**config.mk**
```make
export PLATFORM = sky130hd
export DESIGN_NAME = ysyx_24070017_ifu_flat
export DESIGN_NICKNAME = d
export VERILOG_FILES = /design/src/rtl/ysyx_24070017_ifu_pkg.sv /design/src/rtl/ysyx_24070017_ifu_if.sv /design/src/rtl/ysyx_24070017_Reg.sv /design/src/rtl/ysyx_24070017_ifu.sv /design/src/flat_wrapper.sv
export SDC_FILE = /design/constraint.sdc
export NUM_CORES = 1
export LEC_CHECK = 0
export CAP_MARGIN = 20
export CORE_UTILIZATION = 44
export CTS_CLUSTER_DIAMETER = 50
export DETAILED_ROUTE_END_ITERATION = 8
export PLACE_DENSITY = 0.92
export SETUP_SLACK_MARGIN = 0.3
export SYNTH_ARGS = -nofsm -noshare
export SYNTH_HDL_FRONTEND = slang
export SYNTH_SLANG_ARGS = --single-unit
```
**constraint.sdc**
```tcl
create_clock -name clk -period 5.4 [get_ports clk]
set_input_delay 1.08 -clock clk [delete_from_list [all_inputs] [get_ports clk]]
set_output_delay 1.08 -clock clk [all_outputs]
set_load 0.05 [all_outputs]
```
**src/rtl/ysyx_24070017_ifu_pkg.sv**
```systemverilog
// Shared constants and FSM encoding for the instruction fetch unit.
package ysyx_24070017_ifu_pkg;
  localparam int          WORD_LENGTH = 32;
  localparam logic [31:0] RESET_PC    = 32'h8000_0000;
  localparam int          INST_BYTES  = 4;

  typedef enum logic [1:0] {
    REQ  = 2'd0,
    WAIT = 2'd1,
    HOLD = 2'd2
  } FETCH_STATE;
endpackage

```
**src/rtl/ysyx_24070017_ifu_if.sv**
```systemverilog
// Fetch-side bundle: imem request/response, decode handshake and execute redirect.
interface ysyx_24070017_ifu_if #(parameter int W = ysyx_24070017_ifu_pkg::WORD_LENGTH);
  logic         imem_req_valid;
  logic         imem_req_ready;
  logic [W-1:0] imem_req_addr;
  logic         imem_resp_valid;
  logic [31:0]  imem_resp_data;
  logic         inst_valid;
  logic         inst_ready;
  logic [31:0]  inst;
  logic [W-1:0] inst_pc;
  logic         redirect_valid;
  logic [W-1:0] redirect_pc;

  modport master (
    output imem_req_valid, imem_req_addr, inst_valid, inst, inst_pc,
    input  imem_req_ready, imem_resp_valid, imem_resp_data, inst_ready,
           redirect_valid, redirect_pc
  );

  modport slave (
    input  imem_req_valid, imem_req_addr, inst_valid, inst, inst_pc,
    output imem_req_ready, imem_resp_valid, imem_resp_data, inst_ready,
           redirect_valid, redirect_pc
  );
endinterface

```
**src/rtl/ysyx_24070017_Reg.sv**
```systemverilog
// Generic enable register with synchronous active-high reset to a constant.
module ysyx_24070017_Reg #(
  parameter int               WIDTH     = 32,
  parameter logic [WIDTH-1:0] RESET_VAL = '0
) (
  input  logic             clk,
  input  logic             rst,
  input  logic             i_wen,
  input  logic [WIDTH-1:0] i_din,
  output logic [WIDTH-1:0] o_dout
);
  always_ff @(posedge clk) begin
    if (rst)        o_dout <= RESET_VAL;
    else if (i_wen) o_dout <= i_din;
  end
endmodule

```
**src/rtl/ysyx_24070017_ifu.sv**
```systemverilog
// Fetch unit: one outstanding imem request, holds each instruction until decode
// takes it, and drops the in-flight response when execute redirects.
module ysyx_24070017_ifu
  import ysyx_24070017_ifu_pkg::*;
#(
  parameter int                     WORD_LENGTH = ysyx_24070017_ifu_pkg::WORD_LENGTH,
  parameter logic [WORD_LENGTH-1:0] RESET_PC    = ysyx_24070017_ifu_pkg::RESET_PC
) (
  input logic                clk,
  input logic                rst,
  ysyx_24070017_ifu_if.master bus
);
  FETCH_STATE             r_state, w_state_nxt;
  logic                   r_drop, w_drop_nxt;
  logic [31:0]            r_inst;
  logic                   w_inst_wen;
  logic                   w_pc_wen;
  logic [WORD_LENGTH-1:0] w_pc, w_pc_nxt, w_redir_pc;

  assign w_redir_pc = bus.redirect_pc & ~WORD_LENGTH'(3);

  ysyx_24070017_Reg #(.WIDTH(WORD_LENGTH), .RESET_VAL(RESET_PC)) u_pc (
    .clk    (clk),
    .rst    (rst),
    .i_wen  (w_pc_wen),
    .i_din  (w_pc_nxt),
    .o_dout (w_pc)
  );

  always_comb begin
    w_state_nxt = r_state;
    w_drop_nxt  = r_drop;
    w_inst_wen  = 1'b0;
    w_pc_wen    = 1'b0;
    w_pc_nxt    = w_redir_pc;
    case (r_state)
      REQ: begin
        w_pc_wen = bus.redirect_valid;
        if (bus.imem_req_ready) begin
          w_state_nxt = WAIT;
          // Accepted with the old address while redirecting: its data is stale.
          w_drop_nxt  = bus.redirect_valid;
        end
      end
      WAIT: begin
        w_pc_wen = bus.redirect_valid;
        if (bus.imem_resp_valid) begin
          w_drop_nxt = 1'b0;
          if (!r_drop && !bus.redirect_valid) begin
            w_inst_wen  = 1'b1;
            w_state_nxt = HOLD;
          end else begin
            w_state_nxt = REQ;
          end
        end else if (bus.redirect_valid) begin
          w_drop_nxt = 1'b1;
        end
      end
      HOLD: begin
        if (bus.redirect_valid) begin
          w_pc_wen    = 1'b1;
          w_state_nxt = REQ;
        end else if (bus.inst_ready) begin
          w_pc_wen    = 1'b1;
          w_pc_nxt    = w_pc + WORD_LENGTH'(INST_BYTES);
          w_state_nxt = REQ;
        end
      end
      default: w_state_nxt = REQ;
    endcase
  end

  always_ff @(posedge clk) begin
    if (rst) begin
      r_state <= REQ;
      r_drop  <= 1'b0;
      r_inst  <= '0;
    end else begin
      r_state <= w_state_nxt;
      r_drop  <= w_drop_nxt;
      if (w_inst_wen) r_inst <= bus.imem_resp_data;
    end
  end

  assign bus.imem_req_valid = (r_state == REQ)  && !rst;
  assign bus.imem_req_addr  = w_pc;
  assign bus.inst_valid     = (r_state == HOLD) && !rst;
  assign bus.inst           = r_inst;
  assign bus.inst_pc        = w_pc;
endmodule

```
**src/flat_wrapper.sv**
```systemverilog
// flat-port wrapper written by rule: the top's interface ports become plain ports
module ysyx_24070017_ifu_flat import ysyx_24070017_ifu_pkg::*;
#(
  parameter int                     WORD_LENGTH = ysyx_24070017_ifu_pkg::WORD_LENGTH,
  parameter logic [WORD_LENGTH-1:0] RESET_PC    = ysyx_24070017_ifu_pkg::RESET_PC
)
  (clk, rst, bus_imem_req_valid, bus_imem_req_addr, bus_inst_valid, bus_inst, bus_inst_pc, bus_imem_req_ready, bus_imem_resp_valid, bus_imem_resp_data, bus_inst_ready, bus_redirect_valid, bus_redirect_pc);
  ysyx_24070017_ifu_if #(.W(32)) bus_i ();
  input logic clk;
  input logic rst;
  output wire logic [$bits(bus_i.imem_req_valid)-1:0] bus_imem_req_valid;
  output wire logic [$bits(bus_i.imem_req_addr)-1:0] bus_imem_req_addr;
  output wire logic [$bits(bus_i.inst_valid)-1:0] bus_inst_valid;
  output wire logic [$bits(bus_i.inst)-1:0] bus_inst;
  output wire logic [$bits(bus_i.inst_pc)-1:0] bus_inst_pc;
  input wire logic [$bits(bus_i.imem_req_ready)-1:0] bus_imem_req_ready;
  input wire logic [$bits(bus_i.imem_resp_valid)-1:0] bus_imem_resp_valid;
  input wire logic [$bits(bus_i.imem_resp_data)-1:0] bus_imem_resp_data;
  input wire logic [$bits(bus_i.inst_ready)-1:0] bus_inst_ready;
  input wire logic [$bits(bus_i.redirect_valid)-1:0] bus_redirect_valid;
  input wire logic [$bits(bus_i.redirect_pc)-1:0] bus_redirect_pc;
  assign bus_imem_req_valid = bus_i.imem_req_valid;
  assign bus_imem_req_addr = bus_i.imem_req_addr;
  assign bus_inst_valid = bus_i.inst_valid;
  assign bus_inst = bus_i.inst;
  assign bus_inst_pc = bus_i.inst_pc;
  assign bus_i.imem_req_ready = bus_imem_req_ready;
  assign bus_i.imem_resp_valid = bus_imem_resp_valid;
  assign bus_i.imem_resp_data = bus_imem_resp_data;
  assign bus_i.inst_ready = bus_inst_ready;
  assign bus_i.redirect_valid = bus_redirect_valid;
  assign bus_i.redirect_pc = bus_redirect_pc;
  ysyx_24070017_ifu #(.WORD_LENGTH(WORD_LENGTH), .RESET_PC(RESET_PC)) u_core (.clk(clk), .rst(rst), .bus(bus_i));
endmodule
```
==> results.md <==
Outcome:
- The run finished with clean final reports.

Synth:
- Yosys printed 0 warnings.
- The share of synthesized registers carrying an async set or reset is 0.
- The synthesized netlist occupies a cell area of 3442 um2.
- The most used flip-flop cell after synthesis is sky130_fd_sc_hd__dfxtp_1.
- Of all cell types, the one taking the most synthesized area is sky130_fd_sc_hd__dfxtp_1.
- The fraction of post-synthesis cell area in the top cell type by area is 0.3780.
- The synthesized instance count is 464.
- The number of enable-type register cells in the synthesized netlist is 0.
- Synthesis instantiated 54 different standard cells from the library.
- The mean instance size in the synthesized netlist is 7.418 um2.
- In this run, synthesis produced a sequential element count of 65.
- In the post-synthesis netlist, the biggest area contributors are sky130_fd_sc_hd__dfxtp_1, sky130_fd_sc_hd__nand2_1, sky130_fd_sc_hd__a21oi_1.
- The sequential area share after synthesis is 0.3780.

STA:
- The worst clock skew is 8.566 ps.
- The remaining max-slew budget at the tightest pin is 0.2700.
- The fraction of the cycle the final worst path needs is 0.6266.
- The count of pins over their slew limit was 0.
- Setup repair after global routing left no endpoint under its margin.
- Adding up every negative setup slack in the final design gives 0 ps.
- The hold violation count in the final report came to 0.
- The upper clock frequency limit is 295.5 MHz.
- The clock period could shrink to 3384 ps.
- Setup violations remaining at the end of the flow were counted as 0.
- At the pin with the least slew margin, the transition time is 1085 ps.

Place:
- Buffers placed on the I/O ports in this run total 161.
- In this run the cell area measured after placement is 4853 um2.
- The half-perimeter wire length after detailed placement is 7.400 mm.
- The congestion estimate from routability-driven global placement came to 0.8323.

Floorplanning:
- The floorplan row count is 31.
- The y dimension of the die is 90.45 um.
- In this run the horizontal extent of the chip is 90.45 um.
- The initial core utilization is 0.4646.
- The die area is 8180 um2.
- After floorplanning, the core was sized to cover 7408 um2.
- 168 I/O pins were placed.

Global route:
- Global routing finished with a remaining overflow of 0.
- Across every metal layer, demand over resource in global routing totals 0.2601.
- The first global-routing pass estimated 17.25 mm of wire.
- After global routing, the most crowded layer is met2.
- The met1 track demand over resource is 0.3093.
- For met2 alone, demand over resource in global routing was 0.4523.
- Entering global routing, the biggest net connects 53 pins.
- The via count of the first global-routing pass is 3588.
- The number of antenna violations at the first check in global routing was 0.
- The met3 global-route usage is 0.05808.

Clocking:
- The number of setup buffers added after CTS is 0.
- No sink is reached through more buffers than the 2 on the longest clock path.
- The clock edge transition at the registers on the reported setup and hold paths is 80 ps.
- Counting every sink on the clock net gives 65.
- The CTS root buffer is sky130_fd_sc_hd__clkbuf_8.
- The number of gates given a new drive strength after cts is 0.
- TritonCTS built the clock tree.
- The total CTS buffers is 9.
- The number of hold-repair buffers added at the cts stage is 0.
- The clock reaches the later pin of the worst-skew pair after 350 ps.
- The count of H-tree levels built during CTS is 3.

Final layout:
- In the layout the commonest cells are sky130_fd_sc_hd__clkdlybuf4s50_1, sky130_fd_sc_hd__nand2_1, sky130_fd_sc_hd__dfxtp_1, sky130_fd_sc_hd__a21oi_1, sky130_fd_sc_hd__nor2_1.
- The share of layout cells above drive strength 1 is 0.04974.
- The layout net count is 649.
- The count of inserted antenna diode cells is 0.
- Compared with the post-synthesis result, the final layout area differs by 45.98%.
- After routing the design area is 5025 um2.
- The most common cell after layout, fill and taps aside is sky130_fd_sc_hd__clkdlybuf4s50_1.

Pwr:
- The relative contribution of combinational cells to total power is 0.260.
- Summed over all cells, the static leakage comes to 1.743 nW.
- The worst voltage drop across the vdd grid is 0.0001447 V.
- The share of total power dissipated in the clock network is 0.303.
- In this run the power spent charging and discharging nets is 0.0004286 W.
- Of the total power, the share spent switching nets is 0.3517.
- The share of total power dissipated in sequential elements is 0.437.
- The internal portion of the total power is 0.0007902 W.
- In this run the power density over the cells is 242.6 nW/um2.

Routing:
- After detailed routing, the number of remaining DRC violations is 0.
- Using the TritonRoute via totals, the vias-per-cell ratio works out to 5.651.
- The per-cell routed wire length is 15.68 um.
- The total wire length is 10.69 mm.
- The number of nets with antenna violations after detailed routing is 0.
- The first routing iteration left 246 violations.
- The total via count after detailed routing is 3854.
- The first TritonRoute pass finished after 5 iterations.

Critical path:
- The critical path in this run is classified as input pin to output pin.
- Data on the critical path is required at its endpoint by 4320 ps.
- STA puts the critical path data arrival time at 2300 ps.
- The critical path startpoint category is an input pin.
- STA classifies the critical path endpoint as an output pin.
- The top fanout value on the critical path is 18.

Flow run:
- The tool flagged a number of max-cap violations equal to 0.

Worst hold path:
- The path class of the tightest hold or removal check is register to register.
## power by group through the flow
stage | logic, W | registers, W | clock network (W)
final | 0.000316 | 0.000533 | 0.000370
after CTS | 0.000317 | 0.000532 | 0.000370
after detailed placement | 0.000315 | 0.000543 | 0
after floorplan | 0.000144 | 0.000602 | 0
after global routing | 0.000332 | 0.000536 | 0.000392
after global placement | 0.000310 | 0.000541 | 0
## synth_stat cells, types with 3 or more instances
cell and number:
sky130_fd_sc_hd__nand2_1 100, sky130_fd_sc_hd__dfxtp_1 65, sky130_fd_sc_hd__a21oi_1 53, sky130_fd_sc_hd__buf_4 34, sky130_fd_sc_hd__clkbuf_1 27, sky130_fd_sc_hd__nor2_1 25, sky130_fd_sc_hd__o21ai_0 20, sky130_fd_sc_hd__nand3_1 18
sky130_fd_sc_hd__nor4_1 11, sky130_fd_sc_hd__nor3_1 10, sky130_fd_sc_hd__a31oi_1 9, sky130_fd_sc_hd__a22oi_1 7, sky130_fd_sc_hd__and3_1 7, sky130_fd_sc_hd__a21o_1 5, sky130_fd_sc_hd__a211oi_1 4, sky130_fd_sc_hd__or3_1 4
sky130_fd_sc_hd__or4_1 4, sky130_fd_sc_hd__and2_1 3, sky130_fd_sc_hd__and4_1 3, sky130_fd_sc_hd__buf_1 3, sky130_fd_sc_hd__nand2b_1 3, sky130_fd_sc_hd__nand4_1 3, sky130_fd_sc_hd__o22ai_1 3, sky130_fd_sc_hd__o31ai_1 3
sky130_fd_sc_hd__xor2_1 3
## critical path, stage by stage
cell	delay (ps)
sky130_fd_sc_hd__buf_2	210
sky130_fd_sc_hd__nor3_1	160
sky130_fd_sc_hd__clkdlybuf4s50_1	850
## layer usage
layer	share of wire	wire length (um)	vias to the layer above
li1	-	-	1827
met1	0.39	4199	1793
met2	0.51	5403	204
met3	0.078	830	30
met4	0.024	259	0
met5	0	0	-
## cell families (layout without fill, tap and decap cells)
group | Yosys count | count (layout) | synth area share
other | 1 | 4 | 0.001089
AO/OA/AOI/OAI | 122 | 122 | 0.2148
buffers and inverters | 68 | 184 | 0.1120
XOR/XNOR | 5 | 5 | 0.01272
AND/OR/NAND/NOR | 202 | 202 | 0.2777
adder cells (fa/ha/maj) | 1 | 1 | 0.003634
flip-flops | 65 | 65 | 0.3780
## per-stage QoR
stage               utilization  hold slack, ps  setup slack [ps]  std cells   power, W
detailed placement       0.6551           445.7              1995        666  0.0008580
finish                   0.6783           456.2              2016        682   0.001219
CTS                      0.6783           457.0              2015        682   0.001219
global route             0.6783           467.1              1978        682   0.001260
floorplan                     -           495.8              1804        467  0.0007453
global placement         0.6545           441.7              2009        665  0.0008512
## state kept, by name, indices dropped and copies added (netlist names)
name / count
u_core.bus.inst: 32
u_core.r_drop: 1
u_core.r_state: 2
u_core.u_pc.o_dout: 30
## final timing paths
check	from	to	slack, ps	cells past startpoint
hold reg to reg	u_core.bus.inst[0]	u_core.bus.inst[0]	460	2
setup / recovery	rst	bus_imem_req_valid	2020	3
hold / removal	u_core.bus.inst[0]	u_core.bus.inst[0]	460	2
setup reg to reg	u_core.u_pc.o_dout[2]	u_core.u_pc.o_dout[14]	2830	6
## final cells by class
| class | instances | area, um2 |
|---|---|---|
| inverter | 2 | 7.507 |
| timing repair buffer | 166 | 1642 |
| clock inverter | 7 | 47.55 |
| multi-input combinational | 334 | 1779 |
| fill | 608 | 2384 |
| clock buffer | 9 | 123.9 |
| tap | 99 | 123.9 |
| sequential | 65 | 1301 |
No activity file was read; power rests on OpenSTA's default activity.
